## src/rtl/shift_stage.sv

```systemverilog
// rtl/shift_stage.sv - two-stage valid/ready shift pipeline (srl/sll/sra, op 11 rotate-right when SHIFT_STAGE_ROR_EN is defined, else pass-through)
module shift_stage (
  input  logic        clk,
  input  logic        reset,
  input  logic        flush,
  input  logic        in_valid,
  output logic        in_ready,
  input  logic [31:0] in_data,
  input  logic [4:0]  in_shamt,
  input  logic [1:0]  in_op,
  output logic        out_valid,
  input  logic        out_ready,
  output logic [31:0] out_data,
  output logic        out_zero,
  output logic [15:0] out_count
);

  localparam logic [1:0] OP_SRL = 2'b00;
  localparam logic [1:0] OP_SLL = 2'b01;
  localparam logic [1:0] OP_SRA = 2'b10;

  // S1: operand register
  logic        s1_valid_q, s1_valid_d;
  logic [31:0] s1_data_q,  s1_data_d;
  logic [4:0]  s1_shamt_q, s1_shamt_d;
  logic [1:0]  s1_op_q,    s1_op_d;

  // S2: result register
  logic        s2_valid_q, s2_valid_d;
  logic [31:0] s2_data_q,  s2_data_d;
  logic        s2_zero_q,  s2_zero_d;

  logic [15:0] count_q, count_d;

  logic        out_xfer;
  logic        s2_accept;
  logic        move;
  logic        in_xfer;
  logic [31:0] shift_res;

  // Handshake qualifiers; in_ready already folds in flush, so in_xfer never fires during a flush
  always_comb begin
    out_xfer  = s2_valid_q & out_ready;
    s2_accept = ~s2_valid_q | out_xfer;
    move      = s1_valid_q & s2_accept;
    in_ready  = ~flush & (~s1_valid_q | s2_accept);
    in_xfer   = in_valid & in_ready;
  end

  // Shift result computed from the S1 contents
  always_comb begin
    shift_res = s1_data_q;
    case (s1_op_q)
      OP_SRL:  shift_res = s1_data_q >> s1_shamt_q;
      OP_SLL:  shift_res = s1_data_q << s1_shamt_q;
      OP_SRA:  shift_res = $unsigned($signed(s1_data_q) >>> s1_shamt_q);
      default: begin
`ifdef SHIFT_STAGE_ROR_EN
        // shamt 0 is special-cased so the left half does not shift by a full 32
        if (s1_shamt_q == 5'd0) begin
          shift_res = s1_data_q;
        end else begin
          shift_res = (s1_data_q >> s1_shamt_q) |
                      (s1_data_q << (6'd32 - {1'b0, s1_shamt_q}));
        end
`else
        shift_res = s1_data_q;
`endif
      end
    endcase
  end

  // Next-state for both stages and the transfer counter; flush wins over any handshake
  always_comb begin
    s1_valid_d = s1_valid_q;
    s1_data_d  = s1_data_q;
    s1_shamt_d = s1_shamt_q;
    s1_op_d    = s1_op_q;
    s2_valid_d = s2_valid_q;
    s2_data_d  = s2_data_q;
    s2_zero_d  = s2_zero_q;
    count_d    = count_q;
    if (flush) begin
      s1_valid_d = 1'b0;
      s2_valid_d = 1'b0;
    end else begin
      if (out_xfer && count_q != 16'hFFFF) begin
        count_d = count_q + 16'd1;
      end
      // When S2 can take a result, it holds whatever S1 offers (possibly nothing)
      if (s2_accept) begin
        s2_valid_d = s1_valid_q;
      end
      if (move) begin
        s2_data_d = shift_res;
        s2_zero_d = (shift_res == 32'd0);
      end
      if (in_xfer) begin
        s1_valid_d = 1'b1;
        s1_data_d  = in_data;
        s1_shamt_d = in_shamt;
        s1_op_d    = in_op;
      end else if (move) begin
        s1_valid_d = 1'b0;
      end
    end
  end

  // State registers with asynchronous reset
  always_ff @(posedge clk or posedge reset) begin
    if (reset) begin
      s1_valid_q <= 1'b0;
      s1_data_q  <= 32'd0;
      s1_shamt_q <= 5'd0;
      s1_op_q    <= 2'b00;
      s2_valid_q <= 1'b0;
      s2_data_q  <= 32'd0;
      s2_zero_q  <= 1'b1;
      count_q    <= 16'd0;
    end else begin
      s1_valid_q <= s1_valid_d;
      s1_data_q  <= s1_data_d;
      s1_shamt_q <= s1_shamt_d;
      s1_op_q    <= s1_op_d;
      s2_valid_q <= s2_valid_d;
      s2_data_q  <= s2_data_d;
      s2_zero_q  <= s2_zero_d;
      count_q    <= count_d;
    end
  end

  assign out_valid = s2_valid_q;
  assign out_data  = s2_data_q;
  assign out_zero  = s2_zero_q;
  assign out_count = count_q;

endmodule

```

## config.mk

```make
export PLATFORM = sky130hd
export DESIGN_NAME = shift_stage
export DESIGN_NICKNAME = d
export VERILOG_FILES = /design/src/rtl/shift_stage.sv
export SDC_FILE = /design/constraint.sdc
export NUM_CORES = 1
export LEC_CHECK = 0
export CAP_MARGIN = 20
export CORE_AREA = 3 3 138 107
export DETAILED_ROUTE_END_ITERATION = 7
export DIE_AREA = 0 0 141 110
export PLACE_DENSITY = 0.87
export SLEW_MARGIN = 20
export SYNTH_ARGS = -nofsm -noshare
export SYNTH_HDL_FRONTEND = slang
export SYNTH_SLANG_ARGS = --single-unit
```

## constraint.sdc

```tcl
create_clock -name clk -period 6.2 [get_ports clk]
set_input_delay 1.24 -clock clk [delete_from_list [all_inputs] [get_ports clk]]
set_output_delay 1.24 -clock clk [all_outputs]
set_load 0.05 [all_outputs]
```

==> flow_summary_export.csv, run 1 <==
group,metric,value,unit
placement,finalWeightedCongestion,1.15,
clock_network,cts_resized,0,
final_layout,layout-drive-gt1-share,19.8,%
setup_path,critPathTopFamily,"simple AND/OR/NAND/NOR gates",
global_route,grt_max_degree,68,
setup_path,arrival,4.45,ns
logic_synthesis,synth_edf_count,0,
logic_synthesis,syn_nets,967,
sta,slew_headroom,30.7,%
setup_path,rr_startpoint,"s1_shamt_q[1]",
placement,dp_cells,1098,
logic_synthesis,postSynthCellCount,922,
die,die_area,15500,um2
global_route,antenna_found_initial,3,
logic_synthesis,ys_seq_elements,90,
setup_path,cp-start-kind,"register",
final_layout,final_util,70.7,%
setup_path,cp_cell_sequence,"buf_4 -> mux2i_1 -> mux4_2 -> a211oi_1 -> or4_1 -> o221a_1 -> or4_1 -> nor4_1 -> a32o_1",
placement,post-dp-hpwl,23400,um
logic_synthesis,async_reset_ff_share,100,%
final_layout,post_layout_nonfiller_instances,1114,
logic_synthesis,syn_area_per_cell,9.18,um2
sta,worst_slew_pin_slew,1.04,ns
clock_network,cts_root_buffer,"clkbuf_16",
final_layout,layout.nets,979,
setup_path,crit_buf_inv,1,
logic_synthesis,syn_area,8470,um2
sta,fin_setup_tns,0,ns
clock_network,post-cts-setup-buffers,0,
setup_path,critPathRequiredTime,6.49,ns
routing,drtIter0Drc,1762,
clock_network,worstSkewPairLatency,0.36,ns
sta,slew_violations,0,
hold_path,hold_path.class,"register to register",
power,finalPower,3.53,mW
final_layout,area_delta_synth_final,13.3,%
die,chipWidth,141,um
routing,vias_per_cell,7.75,
global_route,first_global_vias,8138,
die,rows,37,
setup_path,cp_slowest_cell,"dfrtp_4",
die,ios,95,
die,core,13600,um2
routing,routed_wirelength,33000,um
clock_network,cts.sinks,90,
setup_path,startpoint,"s1_shamt_q[1]",
setup_path,ff2ff_path_depth,9,
sta,finalHoldViolCount,0,
routing,dr.pass1.iters,8,
flow_run,cap_violations,0,
clock_network,cts_buffer_depth,2,
logic_synthesis,ys_types,75,
sta,fin_crit,4.16,ns
setup_path,r2r-end,"out_zero",
die,start_util,62.4,%
sta,setup_viol,0,
setup_path,cpMostUsedCell,"or4_1",
global_route,grt_usage,42.7,%
sta,fmax,240,MHz
placement,io_buffers,94,
clock_network,clkSlewWorstSetupHoldPaths,0.07,ns
power,ir_drop,0.287,mV
clock_network,cts_inserted_buffers,9,
setup_path,critPathMaxFanout,67,
routing,wl_per_cell,29.6,um
setup_path,cp_num_cells,9,
logic_synthesis,synthFlopType,"dfrtp_1",
setup_path,r2r_slack,2.04,ns
outcome,status,"completed",
setup_path,worst_setup_path_end_kind,"register",
routing,vias,8637,
clock_network,cts-htree-levels,3,
clock_network,cts_tree,"yes",
final_layout,antenna_cells,0,
clock_network,cts_hold_buf,0,
setup_path,max_stage_delay,1.05,ns
power,p_leak,3.80,nW
global_route,grt_pass1_wl,49700,um
routing,drtAntennaViolNets,0,
die,die_height,110,um
power,power.density,368,nW/um2
logic_synthesis,synth_seq_area_share,26.6,%
sta,finClkSkew,0.0128,ns
setup_path,endpoint,"out_zero",
global_route,grt_overflow_total,0,
logic_synthesis,ys.warnings.count,0,
setup_path,path_class,"register to register",
routing,drc,0,
sta,rsz0062_at_grt,"no",
sta,post-route-period-util,67.1,%
==> sequential cells by signal, indices dropped and copies added (netlist names) <==
name        count
s1_op_q         2
out_zero        1
s1_valid_q      1
out_valid       1
out_count      16
s1_shamt_q      5
out_data       32
s1_data_q      32
==> layout by cell type, fill, tap and decap left out, drive strengths merged, types with 4 or more instances in the layout <==
master / n
nand3: 17
nor4: 5
a211oi: 17
inv: 12
o22ai: 9
o221a: 4
nand2b: 8
clkinv: 4
and2: 7
nand2: 135
a22oi: 9
o32ai: 8
xnor2: 5
o221ai: 9
a221oi: 4
a21oi: 30
nor2: 56
a21o: 6
buf: 17
o211ai: 8
or2: 4
clkdlybuf4s50: 94
mux4: 58
mux2i: 50
o31ai: 5
and3: 7
nor2b: 15
mux2: 73
dfrtp: 89
xor2: 10
nand4: 10
a211o: 5
nor3: 19
clkbuf: 10
a31oi: 10
o21ai: 47
==> through the flow <==
step	area [um2]	hold slack, ns	worst slack, ns
6_report	9590	0.481	2.04
5_1_grt	9590	0.521	1.85
4_1_cts	9590	0.483	2.03
3_5_place_dp	9260	0.467	2.05
3_3_place_gp	9260	0.460	2.09
2_1_floorplan	8470	0.517	2.63
==> cell families (layout without fill, tap and decap cells) <==
kind of cell / Yosys count / in the layout / synth area share (%)
buffers and inverters: 122 / 139 / 6.55
DFF: 90 / 90 / 26.6
adders and majority gates: 1 / 1 / 0.148
AOI/OAI and AO/OA: 214 / 214 / 17.7
xor gates and xnor gates: 15 / 15 / 1.55
and+or+nand+nor: 299 / 299 / 16.4
muxes: 181 / 181 / 31.0
==> power by group <==
group	switching (mW)	leakage (nW)	total (mW)	internal (mW)
Combinational	1.16	2.53	1.91	0.750
Clock	0.266	0.159	0.626	0.360
Sequential	0.294	1.11	0.998	0.704
Total	1.71	3.80	3.53	1.81
==> how the worst min path moves through the flow <==
stage | startpoint | endpoint | slack (ns) | cells after the start
after global routing | out_data[15] | out_data[15] | 0.52 | 2
after global placement | out_data[17] | out_data[17] | 0.46 | 2
after floorplan | s1_valid_q | out_valid | 0.52 | 2
final | out_data[11] | out_data[11] | 0.48 | 2
after detailed placement | out_data[24] | out_data[24] | 0.47 | 2
after CTS | out_data[24] | out_data[24] | 0.48 | 2
==> cells in the mapped netlist, drive strengths merged (5+ instances only) <==
master    n  area (um2)
nand4    10        62.6
o31ai     5        37.5
nor4      5        31.3
xor2     10        87.6
xnor2     5        43.8
inv      11        41.3
nor2     56         213
o22ai     9        56.3
mux2     73         822
nand2   135         507
dfrtp    89        2230
mux4     58        1310
o21ai    47         235
o32ai     8        70.1
a21oi    30         150
a211oi   17         128
o221ai    9        78.8
and3      7        43.8
nand2b    8        50.1
a22oi     9        67.6
buf      45         265
nor2b    15        93.8
a31oi    10        62.6
nor3     19         105
mux2i    50         500
a21o      6        45.0
and2      7        43.8
clkbuf   65         244
nand3    17        85.1
o211ai    8        60.1
a211o     5        43.8
==> metal layers <==
layer	global-route usage [%]	routed length, um
met5	0	40
met4	17.4	2110
met3	18.5	5670
met1	56.6	11900
met2	62.0	13200
==> worst register-to-register path, delay by kind of cell, from the launching register on <==
family	cells	cell delay [ns]
muxes	2	0.77
and+or+nand+nor	3	1.34
buffers and inverters	1	0.43
DFF	1	1.05
AOI/OAI and AO/OA	3	0.51
==> cell type report <==
type	instances	area (um2)
fill	1022	3970
inverter	12	46.3
clock inverter	6	97.6
sequential	90	2260
multi-input combinational	710	5670
clock buffer	10	229
timing repair buffer	111	1070
tap	175	219
Power figures use the tool's default switching activity.
==> inputs of run 2 (changes only) <==
--- a/config.mk
+++ b/config.mk
@@ -6,10 +6,10 @@
 export NUM_CORES = 1
 export LEC_CHECK = 0
 export CAP_MARGIN = 20
-export CORE_AREA = 3 3 138 107
+export CORE_AREA = 3 3 144 111
 export DETAILED_ROUTE_END_ITERATION = 7
-export DIE_AREA = 0 0 141 110
-export PLACE_DENSITY = 0.87
+export DIE_AREA = 0 0 147 114
+export PLACE_DENSITY = 0.81
 export SLEW_MARGIN = 20
 export SYNTH_ARGS = -nofsm -noshare
 export SYNTH_HDL_FRONTEND = slang
==> constraint.sdc (replaced) <==
create_clock -name clk -period 3.9 [get_ports clk]
set_input_delay 0.78 -clock clk [delete_from_list [all_inputs] [get_ports clk]]
set_output_delay 0.78 -clock clk [all_outputs]
set_load 0.05 [all_outputs]
==> flow_summary_export.csv, run 2 (synthesis gave the netlist of run 1 again) <==
group,metric,value,unit
outcome,status,"completed",
sta,slew_headroom,38.0,%
clock_network,worstSkewPairLatency,0.37,ns
global_route,grt_max_degree,50,
power,ir_drop,0.566,mV
power,p_leak,4.04,nW
final_layout,final_common_cell,"nand2_1",
final_layout,area_delta_synth_final,18.2,%
setup_path,cp-start-kind,"register",
setup_path,path_class,"register to register",
power,power.density,581,nW/um2
die,ios,95,
sta,setup_viol,0,
die,rows,38,
hold_path,hp-start,"out_data[24]",
die,core,14500,um2
final_layout,layout.nets,1026,
sta,fmax,269,MHz
setup_path,r2r-end,"out_zero",
die,die_area,16800,um2
global_route,antenna_found_initial,0,
setup_path,critPathMaxFanout,47,
sta,fin_setup_tns,0,ns
routing,vias,8781,
die,start_util,58.2,%
sta,rsz0062_at_grt,"no",
setup_path,critPathRequiredTime,4.21,ns
final_layout,post_layout_nonfiller_instances,1186,
flow_run,cap_violations,0,
setup_path,worst_setup_path_end_kind,"register",
routing,dr.pass1.iters,7,
routing,routed_wirelength,35900,um
routing,drtIter0Drc,1511,
final_layout,antenna_cells,0,
placement,io_buffers,94,
hold_path,hold_end,"out_data[24]",
final_layout,fill_cells,1144,
setup_path,ff2ff_path_depth,9,
sta,finClkSkew,0.0129,ns
final_layout,final_util,68.8,%
clock_network,cts_buffer_depth,2,
final_layout,seq_area,2260,um2
routing,wl_per_cell,30.2,um
setup_path,arrival,4.02,ns
placement,dp_cells,1170,
clock_network,cts_tree,"yes",
clock_network,cts.sinks,90,
clock_network,cts_hold_buf,0,
global_route,grt_pass1_wl,54000,um
sta,slew_violations,0,
global_route,grt_overflow_total,0,
clock_network,post-cts-setup-buffers,0,
die,die_height,114,um
final_layout,layout-drive-gt1-share,23.5,%
routing,vias_per_cell,7.40,
final_layout,multiInputGateArea,5670,um2
sta,worst_slew_pin_slew,0.927,ns
final_layout,layout_common_cells,"nand2_1, clkdlybuf4s50_1, dfrtp_1",
sta,finalHoldViolCount,0,
clock_network,cts-htree-levels,3,
hold_path,holdPathStages,2,
clock_network,cts_resized,0,
placement,finalWeightedCongestion,1.10,
routing,drtAntennaViolNets,0,
placement,post-dp-hpwl,25900,um
clock_network,clkSlewWorstSetupHoldPaths,0.08,ns
setup_path,rr_startpoint,"s1_shamt_q[1]",
hold_path,hold_path.class,"register to register",
global_route,first_global_vias,8625,
die,chipWidth,147,um
setup_path,r2r_slack,0.19,ns
routing,drc,0,
sta,fin_crit,3.71,ns
clock_network,cts_inserted_buffers,9,
clock_network,cts_root_buffer,"clkbuf_16",
global_route,grt_usage,43.0,%
sta,post-route-period-util,95.2,%
==> run 2: cell type report <==
class                           count  area share [%]
Clock buffer                       10            2.29
Clock inverter                      6           0.975
Inverter                           12           0.462
Multi-Input combinational cell    710            56.6
Sequential cell                    90            22.6
Tap cell                          200            2.50
Timing Repair Buffer              158            14.6
==> run 2: worst max-delay path: stages (launching register included) <==
cell and delay [ns]:
dfrtp_4 0.90, buf_4 0.31, mux2i_1 0.23, mux4_2 0.26, a211oi_1 0.20, or4_1 0.53, o221a_1 0.16, or4_1 0.50
nor4_1 0.33, a32o_1 0.21
==> run 2: stage by stage <==
step	power, mW	worst slack [ns]	cell area, um2	hold WS [ns]
after CTS	5.67	0.100	10000	0.482
after detailed placement	4.66	0.123	9680	0.467
after global routing	5.99	0.0616	10000	0.505
after floorplan	3.49	0.786	8470	0.517
after global placement	4.64	0.121	9680	0.460
final	5.82	0.189	10000	0.480
==> run 2: worst max path at each step <==
stage,end,slack [ns],depth (start not counted),start
CTS,out_zero,0.10,9,s1_shamt_q[2]
detailed placement,out_zero,0.12,9,s1_shamt_q[2]
global placement,out_zero,0.12,9,s1_shamt_q[2]
global route,out_zero,0.06,9,s1_shamt_q[1]
floorplan,out_count[0],0.79,1,reset
finish,out_zero,0.19,9,s1_shamt_q[1]
==> run 2: metal layers <==
metal	track usage (%)	part of all wire, %	up-vias
met5	0	0	-
met4	19.7	5.9	0
met3	19.2	17	185
met2	60.6	40	840
met1	57.1	37	4166
li1	-	-	3590
==> run 2: report_power, final <==
| group | total, mW | switching [mW] | internal, mW |
|---|---|---|---|
| combinational | 3.28 | 1.97 | 1.31 |
| sequential | 1.53 | 0.414 | 1.12 |
| clock | 1.00 | 0.433 | 0.572 |
==> inputs of run 3 (changes only) <==
--- a/config.mk
+++ b/config.mk
@@ -6,10 +6,11 @@
 export NUM_CORES = 1
 export LEC_CHECK = 0
 export CAP_MARGIN = 20
-export CORE_AREA = 3 3 144 111
+export CORE_AREA = 3 3 148 114
 export DETAILED_ROUTE_END_ITERATION = 7
-export DIE_AREA = 0 0 147 114
-export PLACE_DENSITY = 0.81
+export DIE_AREA = 0 0 151 117
+export GPL_ROUTABILITY_DRIVEN = 0
+export PLACE_DENSITY = 0.77
 export SLEW_MARGIN = 20
 export SYNTH_ARGS = -nofsm -noshare
 export SYNTH_HDL_FRONTEND = slang
==> flow_summary_export.csv, run 3 (synthesis gave the netlist of run 1 again) <==
group,metric,value,unit
clock_network,cts-htree-levels,3,
sta,fin_setup_tns,0,ns
setup_path,cpMostUsedCell,"buf_4",
clock_network,cts_inserted_buffers,9,
setup_path,path_class,"register to register",
routing,vias,8625,
final_layout,layout-drive-gt1-share,22.5,%
routing,drc,174,
routing,drtAntennaViolNets,0,
routing,wl_per_cell,25.9,um
placement,place_ws,0.242,ns
setup_path,critPathMaxFanout,16,
final_layout,layout.nets,1012,
power,power.density,563,nW/um2
outcome,failed_checks,"DRC",
setup_path,cp_slowest_cell,"o31ai_1",
final_layout,seq_area,2260,um2
die,core,15300,um2
die,chipWidth,151,um
setup_path,max_stage_delay,0.62,ns
routing,drtIter0Drc,1789,
flow_run,cap_violations,0,
clock_network,cts_root_buffer,"clkbuf_16",
sta,setup_viol,0,
setup_path,critPathRequiredTime,4.20,ns
power,ir_drop,0.485,mV
die,die_height,117,um
power,p_leak,3.95,nW
setup_path,arrival,3.94,ns
global_route,grt_usage,34.8,%
die,die_area,17700,um2
clock_network,cts_buffer_depth,2,
final_layout,multiInputGateArea,5670,um2
sta,slew_headroom,42.8,%
die,rows,39,
global_route,grt_pass1_wl,46800,um
routing,dr.pass1.iters,8,
global_route,first_global_vias,8164,
sta,fmax,274,MHz
sta,worst_slew_pin_slew,0.859,ns
die,start_util,55.3,%
setup_path,cp-start-kind,"register",
hold_path,hold_path.class,"register to register",
sta,rsz0062_at_grt,"no",
sta,finClkSkew,0.0104,ns
placement,io_buffers,94,
setup_path,crit_buf_inv,3,
die,ios,95,
sta,fin_crit,3.65,ns
clock_network,worstSkewPairLatency,0.36,ns
routing,vias_per_cell,7.33,
setup_path,worst_setup_path_end_kind,"register",
final_layout,fill_cells,1307,
global_route,grt_overflow_total,0,
sta,finalHoldViolCount,0,
global_route,grt_max_degree,57,
final_layout,antenna_cells,0,
global_route,antenna_found_initial,1,
clock_network,clkSlewWorstSetupHoldPaths,0.07,ns
sta,post-route-period-util,93.5,%
final_layout,area_delta_synth_final,16.7,%
setup_path,critPathTopFamily,"compound AO/OA/AOI/OAI gates",
clock_network,cts_tree,"yes",
final_layout,layout_common_cells,"nand2_1, clkdlybuf4s50_1, dfrtp_1",
routing,routed_wirelength,30400,um
clock_network,cts.sinks,90,
outcome,status,"finished with violations",
sta,slew_violations,0,
setup_path,cp_cell_sequence,"clkinvlp_4 -> buf_4 -> o31ai_1 -> a221oi_1 -> o22ai_1 -> buf_4 -> nand4_1 -> nor4_1 -> a32o_1",
placement,post-dp-hpwl,21600,um
sta,setup_ws,0.253,ns
final_layout,final_common_cell,"nand2_1",
## run 3: final cells by class
cell class,instances,share of cell area [%]
clock inverter,5,0.608
sequential,90,22.9
timing repair buffer,144,13.6
tap,205,2.60
multi-input combinational,710,57.4
inverter,12,0.507
clock buffer,11,2.46
## run 3: tightest hold or removal path: cells and delay by family (launching register included)
kind,cells,cell delay (ns)
AND/OR/NAND/NOR,2,0.10
flip-flops,1,0.34
## run 3: path summary, 6_finish.rpt
kind | start | to | slack (ns) | depth (start not counted)
min in group asynchronous | reset | s1_data_q[30] | 0.79 | 2
max reg2reg | s1_shamt_q[0] | out_zero | 0.25 | 9
min reg2reg | out_data[19] | out_data[19] | 0.48 | 2
max | s1_shamt_q[0] | out_zero | 0.25 | 9
max in group asynchronous | reset | out_zero | 2.35 | 3
min | out_data[19] | out_data[19] | 0.48 | 2
## run 3: repair_timing
| action | 4_1_cts | 5_1_grt |
|---|---|---|
| setup endpoints to repair | 0 | 1 |
| hold buffers | 0 | 0 |
| gates resized for setup | 0 | 1 |
| buffers inserted | 0 | 1 |
## run 3: where the power goes
group          internal (mW)  leakage [nW]  switching [mW]
logic                   1.26          2.70            1.85
clock network          0.519         0.147           0.413
registers               1.12          1.11           0.387
total                   2.90          3.95            2.65
## run 3: stage by stage
| stage | total power [mW] | instances | instance area [um2] | hold slack (ns) | utilization, % |
|---|---|---|---|---|---|
| 2_1_floorplan | 3.49 | 922 | 8470 | 0.517 | - |
| 3_3_place_gp | 4.43 | 1160 | 9550 | 0.462 | 62.3 |
| 3_5_place_dp | 4.46 | 1160 | 9550 | 0.466 | 62.3 |
| 4_1_cts | 5.40 | 1176 | 9860 | 0.482 | 64.3 |
| 5_1_grt | 5.76 | 1177 | 9880 | 0.508 | 64.5 |
| 6_report | 5.56 | 1177 | 9880 | 0.476 | 64.5 |
## run 3: layer usage
layer	GRT usage [%]	share of wire, %	vias up
met3	17.4	17	204
met2	47.4	40	808
li1	-	-	3554
met5	2.50	0.33	-
met1	46.0	36	4053
met4	16.4	6.4	6
